===== config.mk =====
export PLATFORM = sky130hd
export DESIGN_NAME = branch_resolve_unit
export DESIGN_NICKNAME = d
export VERILOG_FILES = /design/src/rtl/branch_resolve_unit.sv
export SDC_FILE = /design/constraint.sdc
export NUM_CORES = 1
export LEC_CHECK = 0
export BUFFER_PORTS_ARGS = -buffer_cell sky130_fd_sc_hd__buf_2
export CORE_UTILIZATION = 45
export DETAILED_ROUTE_END_ITERATION = 8
export GPL_ROUTABILITY_DRIVEN = 0
export GPL_TIMING_DRIVEN = 0
export PLACE_DENSITY = 0.68
export SETUP_SLACK_MARGIN = 0.15
export SLEW_MARGIN = 15
export SYNTH_ARGS = -nofsm -noshare
export SYNTH_HDL_FRONTEND = slang
export SYNTH_SLANG_ARGS = --single-unit
export TNS_END_PERCENT = 10

===== constraint.sdc =====
create_clock -name clk -period 7.1 [get_ports clk]
set_clock_uncertainty 0.2 [all_clocks]
set_input_delay 0.355 -clock clk [delete_from_list [all_inputs] [get_ports clk]]
set_output_delay 0.355 -clock clk [all_outputs]
set_load 0.02 [all_outputs]

===== src/rtl/branch_resolve_unit.sv =====
`default_nettype none
// ============================================================================
// Module   : branch_resolve_unit
// Brief    : gshare back end - carries branch records ID->EX->MEM, resolves in
//            EX, trains the predictor in MEM, redirects and squashes on miss.
//            Optional BRU_STATS_EN adds saturating branch/mispredict counters.
// Revision : 1.0
// ============================================================================
module branch_resolve_unit #(
    parameter int PHT_IDX_W     = 3,
    parameter int SQUASH_CYCLES = 2
) (
    input  logic                 clk,
    input  logic                 rst_n,
    input  logic                 stall,
    input  logic                 id_valid,
    input  logic                 id_pred_taken,
    input  logic [PHT_IDX_W-1:0] id_pht_index,
    input  logic [31:0]          id_pc,
    input  logic [31:0]          id_imm,
    input  logic [2:0]           id_funct3,
    input  logic [31:0]          ex_rs1_val,
    input  logic [31:0]          ex_rs2_val,
    output logic                 branch_resolved,
    output logic                 actual_taken,
    output logic [PHT_IDX_W-1:0] pht_indexMEM,
    output logic                 mispredict,
    output logic                 redirect_valid,
    output logic [31:0]          redirect_pc,
    output logic [1:0]           flush
`ifdef BRU_STATS_EN
    ,
    output logic [31:0]          stat_branches,
    output logic [31:0]          stat_mispredicts
`endif
);

    localparam logic [2:0] c_squash_load = SQUASH_CYCLES[2:0];

    typedef enum logic [1:0] {
        ST_IDLE     = 2'd0,
        ST_REDIRECT = 2'd1,
        ST_SQUASH   = 2'd2
    } state_t;

    state_t r_state, w_state_nxt;
    logic [2:0] r_cnt, w_cnt_nxt;

    logic                 r_ex_valid;
    logic                 r_ex_pred;
    logic [PHT_IDX_W-1:0] r_ex_idx;
    logic [31:0]          r_ex_pc;
    logic [31:0]          r_ex_imm;
    logic [2:0]           r_ex_funct3;

    logic                 r_resolved;
    logic                 r_mem_taken;
    logic [PHT_IDX_W-1:0] r_mem_idx;
    logic                 r_mem_mispred;
    logic [31:0]          r_mem_target;

    logic        w_redirect;
    logic        w_accept;
    logic        w_promote;
    logic        w_taken;
    logic        w_mispred;
    logic [31:0] w_target;

    assign w_redirect = (r_state == ST_REDIRECT);
    // Wrong-path records are never captured outside IDLE; the EX entry is killed during REDIRECT.
    assign w_accept   = id_valid & ~stall & (r_state == ST_IDLE);
    assign w_promote  = r_ex_valid & ~stall & ~w_redirect;

    always_comb begin
        w_taken = 1'b0;
        case (r_ex_funct3)
            3'b000:  w_taken = (ex_rs1_val == ex_rs2_val);
            3'b001:  w_taken = (ex_rs1_val != ex_rs2_val);
            3'b100:  w_taken = ($signed(ex_rs1_val) <  $signed(ex_rs2_val));
            3'b101:  w_taken = ($signed(ex_rs1_val) >= $signed(ex_rs2_val));
            3'b110:  w_taken = (ex_rs1_val <  ex_rs2_val);
            3'b111:  w_taken = (ex_rs1_val >= ex_rs2_val);
            default: w_taken = 1'b0;
        endcase
    end

    assign w_target  = w_taken ? (r_ex_pc + r_ex_imm) : (r_ex_pc + 32'd4);
    assign w_mispred = (w_taken != r_ex_pred);

    always_comb begin
        w_state_nxt = r_state;
        w_cnt_nxt   = r_cnt;
        case (r_state)
            ST_IDLE: begin
                if (w_promote && w_mispred) w_state_nxt = ST_REDIRECT;
            end
            ST_REDIRECT: begin
                // Leaves after one cycle even under stall.
                w_state_nxt = ST_SQUASH;
                w_cnt_nxt   = c_squash_load;
            end
            ST_SQUASH: begin
                if (!stall) begin
                    if (r_cnt <= 3'd1) begin
                        w_state_nxt = ST_IDLE;
                        w_cnt_nxt   = 3'd0;
                    end else begin
                        w_cnt_nxt = r_cnt - 3'd1;
                    end
                end
            end
            default: begin
                w_state_nxt = ST_IDLE;
                w_cnt_nxt   = 3'd0;
            end
        endcase
    end

    always_ff @(posedge clk or negedge rst_n) begin
        if (!rst_n) begin
            r_state <= ST_IDLE;
            r_cnt   <= 3'd0;
        end else begin
            r_state <= w_state_nxt;
            r_cnt   <= w_cnt_nxt;
        end
    end

    always_ff @(posedge clk or negedge rst_n) begin
        if (!rst_n) begin
            r_ex_valid  <= 1'b0;
            r_ex_pred   <= 1'b0;
            r_ex_idx    <= '0;
            r_ex_pc     <= 32'd0;
            r_ex_imm    <= 32'd0;
            r_ex_funct3 <= 3'd0;
        end else begin
            if (w_redirect) begin
                r_ex_valid <= 1'b0;
            end else if (!stall) begin
                r_ex_valid <= w_accept;
            end
            if (w_accept) begin
                r_ex_pred   <= id_pred_taken;
                r_ex_idx    <= id_pht_index;
                r_ex_pc     <= id_pc;
                r_ex_imm    <= id_imm;
                r_ex_funct3 <= id_funct3;
            end
        end
    end

    // r_resolved is rewritten every edge so a held MEM entry pulses only once.
    always_ff @(posedge clk or negedge rst_n) begin
        if (!rst_n) begin
            r_resolved    <= 1'b0;
            r_mem_taken   <= 1'b0;
            r_mem_idx     <= '0;
            r_mem_mispred <= 1'b0;
            r_mem_target  <= 32'd0;
        end else begin
            r_resolved <= w_promote;
            if (w_promote) begin
                r_mem_taken   <= w_taken;
                r_mem_idx     <= r_ex_idx;
                r_mem_mispred <= w_mispred;
                r_mem_target  <= w_target;
            end
        end
    end

    assign branch_resolved = r_resolved;
    assign actual_taken    = r_mem_taken;
    assign pht_indexMEM    = r_mem_idx;
    assign mispredict      = r_mem_mispred;
    assign redirect_valid  = w_redirect;
    assign redirect_pc     = w_redirect ? r_mem_target : 32'd0;
    assign flush           = w_redirect ? 2'b11 : 2'b00;

`ifdef BRU_STATS_EN
    logic [31:0] r_stat_br;
    logic [31:0] r_stat_mis;

    always_ff @(posedge clk or negedge rst_n) begin
        if (!rst_n) begin
            r_stat_br  <= 32'd0;
            r_stat_mis <= 32'd0;
        end else if (w_promote) begin
            if (r_stat_br != 32'hFFFF_FFFF) r_stat_br <= r_stat_br + 32'd1;
            if (w_mispred && (r_stat_mis != 32'hFFFF_FFFF)) r_stat_mis <= r_stat_mis + 32'd1;
        end
    end

    assign stat_branches    = r_stat_br;
    assign stat_mispredicts = r_stat_mis;
`endif

endmodule
`default_nettype wire


Yosys cells after proc, flatten, opt, wreduce, memory -nomap -nowiden
Cells that the tools add are included.

Register bits: 115. Latch bits: 0. Memory bits (writable): 0. Bits in read-only memories: 0. Input bits: 139. Output and inout bits: 41. Memories kept: 0.

Add/subtract/negate cells: 3. $mul: 0. Div/mod/pow operators: 0. $lt $le $gt $ge: 5. Eq/ne operators: 14. Shifts and indexed selects: 0. Muxes and demuxes: 13. Bitwise gates (word level): 7. Reductions and logical operators: 5.

Operators with widths (count): >= comparator 32 bit (2); less-than comparator 32 bit (2); two-way mux 32 bit (2); adder 32 x 3 -> 32 bit (second input constant) (1); adder 32 bit (1); equality test 32 bit (1); != test 32 bit (1); equality test 3 bit (second input constant) (4); case mux 3 bit (3 select lines) (1); two-way mux 2 bit (4); two-way mux 3 bit (2); case mux 1 bit (6 select lines) (1); case mux 2 bit (3 select lines) (1); bitwise AND 1 bit (4); != test 2 x 1 -> 1 bit (second input constant) (2); != test 2 bit (second input constant) (2); equality test 3 x 1 -> 1 bit (second input constant) (1); less-or-equal comparator 3 x 1 -> 1 bit (second input constant) (1); logical NOT 3 bit (1); inverter 1 bit (3); AND reduction 3 bit (1); subtractor 3 x 1 -> 3 bit (second input constant) (1); equality test 2 x 1 -> 1 bit (second input constant) (1); equality test 2 bit (second input constant) (1); other kinds (5) (6).

Depth between registers and ports, before layout
Depth after elaboration: 6. Gate-level depth with buffers: 13.

Least setup slack after synthesis
No wires, ideal clock.

Kind: in2reg. Start: in ex_rs2_val[7]. End: reg r_state[1]. Arrival: 2.705 ns. Slack: 4.067 ns. Stages: 11. Buffers on the path: 0. Cells stage by stage: inv_1 -> ha_1 -> a21oi_1 -> o21ai_0 -> a221oi_1 -> o211ai_1 -> a211oi_1 -> mux2_4 -> or4b_4 -> a31oi_1 -> o22ai_1.

Word-level cells in the longest chain between the ends: 6.

Ends and longest elaborated chain: start: declaration (line 23) `input logic [31:0] ex_rs2_val,`; >= comparator 32 bit, or another cell as far along (line 82) `3'b111: w_taken = (ex_rs1_val >= ex_rs2_val);`; case mux 1 bit (6 select lines) (*) (line 76) `case (r_ex_funct3)`; != test 1 bit (*) (line 88) `assign w_mispred = (w_taken != r_ex_pred);`; logical AND 1 bit (*) (line 95) `if (w_promote && w_mispred) w_state_nxt = ST_REDIRECT;`; != test 2 x 1 -> 1 bit (no source line) (*); AND reduction 3 bit (no source line) (*); end signal: assignment (line 124) `r_state <= w_state_nxt;`; end: declaration (line 46) `state_t r_state, w_state_nxt;`.

Mark *: on every way between the ends. The rest lies on a longest branch, timed or not. A chain may end at the register's enable or synchronous reset.

Worst setup path after layout
Start: reg r_ex_pc[2]. End: reg r_mem_target[29].

Word-level cells in the longest chain between the ends: 2.

Ends and longest elaborated chain: start: declaration (line 52) `logic [31:0] r_ex_pc;`; start signal: assignment (line 146) `r_ex_pc <= id_pc;`; adder 32 x 3 -> 32 bit / adder 32 bit (equally long branches) (line 87) `assign w_target = w_taken ? (r_ex_pc + r_ex_imm) : (r_ex_pc + 32'd4);`; two-way mux 32 bit (*) (line 87); end signal: assignment (line 167) `r_mem_target <= w_target;`; end: declaration (line 60) `logic [31:0] r_mem_target;`.

Marked as above.

==> impl_metrics.json <==
{
  "setup_viol": 0,
  "final-hold-violation-count": 0,
  "final_util_pct": 60.9,
  "relSlewSlack_pct": 49.3,
  "crit_fanout": 6,
  "area_growth_pct": 32.4,
  "synth_nets": 1030,
  "synthTopCellsByArea": "dfrtp_1 36%, ha_1 11%, mux2_2 11%",
  "die_x_um": 135,
  "ys_ff_latch": 115,
  "outcome": "completed",
  "worstSetupStartpointType": "flip-flop",
  "clk_pin_slew_ps": 60,
  "io_pins": 180,
  "timing.rr.start": "r_ex_pc[2]",
  "place_area_sq_um": 9140,
  "drive_gt1_share_pct": 27.7,
  "synth_fa_ha_area_share_pct": 11.1,
  "cts.sinks": 115,
  "antenna_found_initial": 0,
  "fin_tns_setup_ps": 0,
  "finalInstanceArea_sq_um": 10500,
  "overflow": 0,
  "numCtsBuffers": 17,
  "cts_setup_buffers": 0,
  "grt_pass1_wl_um": 34000,
  "fillers": 1469,
  "cellLeakagePower_nw": 5.09,
  "slew_viol_final": 0,
  "drc_errors": 0,
  "synth_xor_area_share_pct": 6.07,
  "viasPerCell": 5.20,
  "yosysTopAreaCell": "dfrtp_1",
  "synth_edf_count": 0,
  "fmax_ghz": 0.277,
  "grt_pass1_vias": 7002,
  "period_needed_ps": 3610,
  "cp_data_arrival_time_ps": 3680,
  "coreArea_sq_um": 17200,
  "wirelength_um": 20500,
  "post-place-ws_ps": 3510,
  "antenna_cells": 0,
  "grtUsageTotal_pct": 24.0,
  "synthArstFlopShare_pct": 100,
  "portBuffers": 179,
  "power_density_nw_per_um2": 474,
  "first_iter_violations": 228,
  "min-delay-start": "id_pc[31]",
  "critPathKind": "flip-flop to flip-flop",
  "wl_per_cell_um": 15.4,
  "clock_latency_ps": 410,
  "rsz0062_at_grt": "no",
  "yosys_warnings": 0,
  "synthMuxAreaShare_pct": 13.7,
  "cts_tree": "done",
  "synth_top_area_share_pct": 36.3,
  "yosysMostFrequentCell": "dfrtp_1",
  "postRouteAntennaNets": 0,
  "die_height_um": 135,
  "worst_pin_slew_ps": 761,
  "die-area_sq_um": 18200,
  "vias": 6910,
  "finalCritPeriodShare_pct": 50.9,
  "synth_commonest_cells": "115 x dfrtp_1, 87 x nand2_1, 74 x mux2_2",
  "synth_top_family_by_area": "simple AND/OR/NAND/NOR gates",
  "htree_levels": 4,
  "start_util_pct": 46.0,
  "drv_cap": 0,
  "fin_nets": 1301,
  "num_rows": 48,
  "hpwl_um": 15000,
  "synth_cell_types": 69,
  "synthCells": 821,
  "synth_compound_area_share_pct": 14.0,
  "synth-seq-area-share_pct": 36.3,
  "min-delay-path-class": "input pin to flip-flop",
  "fin_ws_ps": 3490,
  "clock_path_buffers": 2,
  "avgSynthCellArea_sq_um": 9.66,
  "clock-root-buffer": "clkbuf_16",
  "first_pass_iters": 4,
  "cp-end-kind": "flip-flop",
  "grt_max_degree": 70,
  "cp_data_required_time_ps": 7160,
  "synthSimpleGateAreaFrac_pct": 14.7,
  "critPathLaunch": "r_ex_pc[2]",
  "ys.flop_type": "dfrtp_1",
  "synth.cell_area_sq_um": 7930,
  "irDropWorstVdd_mv": 0.273
}
[report_power, final]
group	internal, W	total (W)	switching [W]	leakage (nW)
logic	0.00128	0.00279	0.00151	3.39
registers	0.000975	0.00127	0.000291	1.38
clock network	0.000621	0.000920	0.000299	0.316
[sequential cells by signal (all words and copies together) (netlist names)]
signal / count
r_ex_funct3: 3
branch_resolved: 1
pht_indexMEM: 3
r_cnt: 3
r_ex_valid: 1
r_ex_pred: 1
r_ex_idx: 3
r_ex_imm: 32
r_ex_pc: 32
actual_taken: 1
r_mem_target: 32
mispredict: 1
r_state: 2
[logic make-up (layout without fill, tap and decap cells)]
group | count (synthesis) | count (layout)
AO/OA/AOI/OAI | 175 | 175
XOR/XNOR | 55 | 55
adder cells (fa/ha/maj) | 70 | 70
buffers and inverters | 80 | 364
flip-flops | 115 | 115
multiplexers | 99 | 99
AND/OR/NAND/NOR | 227 | 227
[layout by cell type, fill, tap and decap left out, types with 5 or more instances in the layout]
cell	count
a211oi_1	9
a21o_1	16
a21oi_1	50
and2_1	33
and3_1	6
buf_2	179
clkbuf_1	23
clkbuf_16	17
clkinv_2	5
dfrtp_1	115
dlygate4sd3_1	72
ha_1	69
inv_1	52
mux2_2	74
mux2i_1	24
nand2_1	87
nand3_1	24
nand4_1	11
nor2_1	26
nor2b_1	5
nor3_1	8
o211ai_1	7
o21a_1	7
o21ai_0	29
o21ai_1	20
xnor2_1	32
xor2_1	23
[final timing paths]
| path | to | slack, ps | cells past startpoint |
|---|---|---|---|
| worst min-delay path | r_ex_pc[31] | 20 | 2 |
| max in group asynchronous | r_ex_imm[7] | 5710 | 3 |
| worst max register to register | r_mem_target[29] | 3490 | 10 |
| worst min register to register | pht_indexMEM[2] | 260 | 2 |
| worst max-delay path | r_mem_target[29] | 3490 | 10 |
| min in group asynchronous | r_ex_idx[0] | 310 | 2 |
[metrics by stage]
step,total power (W),cells,hold slack (ps)
6_report,0.00498,1330,21.1
5_1_grt,0.00540,1330,27.2
4_1_cts,0.00499,1330,2.94
3_5_place_dp,0.00400,1226,222
3_3_place_gp,0.00395,1225,242
2_1_floorplan,0.00334,821,-141
[final cells by class]
cell class | instances | area [sq um] | area share (%)
clock buffer | 22 | 484 | 4.61
clock inverter | 10 | 153 | 1.45
sequential | 115 | 2880 | 27.4
timing repair buffer | 252 | 1650 | 15.7
tap | 225 | 282 | 2.68
inverter | 52 | 195 | 1.86
buffer | 28 | 133 | 1.26
multi-input combinational | 626 | 4730 | 45.0
[metal layers]
layer	share of wire [%]	global-route usage, %	vias to the layer above
li1	-	-	3464
met1	45	30.3	3239
met2	48	41.3	183
met3	4.8	4.80	24
met4	1.6	7.18	0
met5	0	0	-
[critical path, cell delays in order (launching register included)]
cell	delay [ps]
dfrtp_1	440
ha_1	380
o21ai_0	190
o21bai_1	130
o41ai_2	550
o2111ai_1	310
a211oi_2	330
o21ai_0	210
a21o_1	220
o311ai_1	320
o311ai_0	190
[repair_timing]
action	4_1_cts	5_1_grt
setup endpoints to repair	0	0
gates resized for setup	0	0
hold buffers	72	0
hold endpoints to repair	139	0
Power figures use the tool's default switching activity.
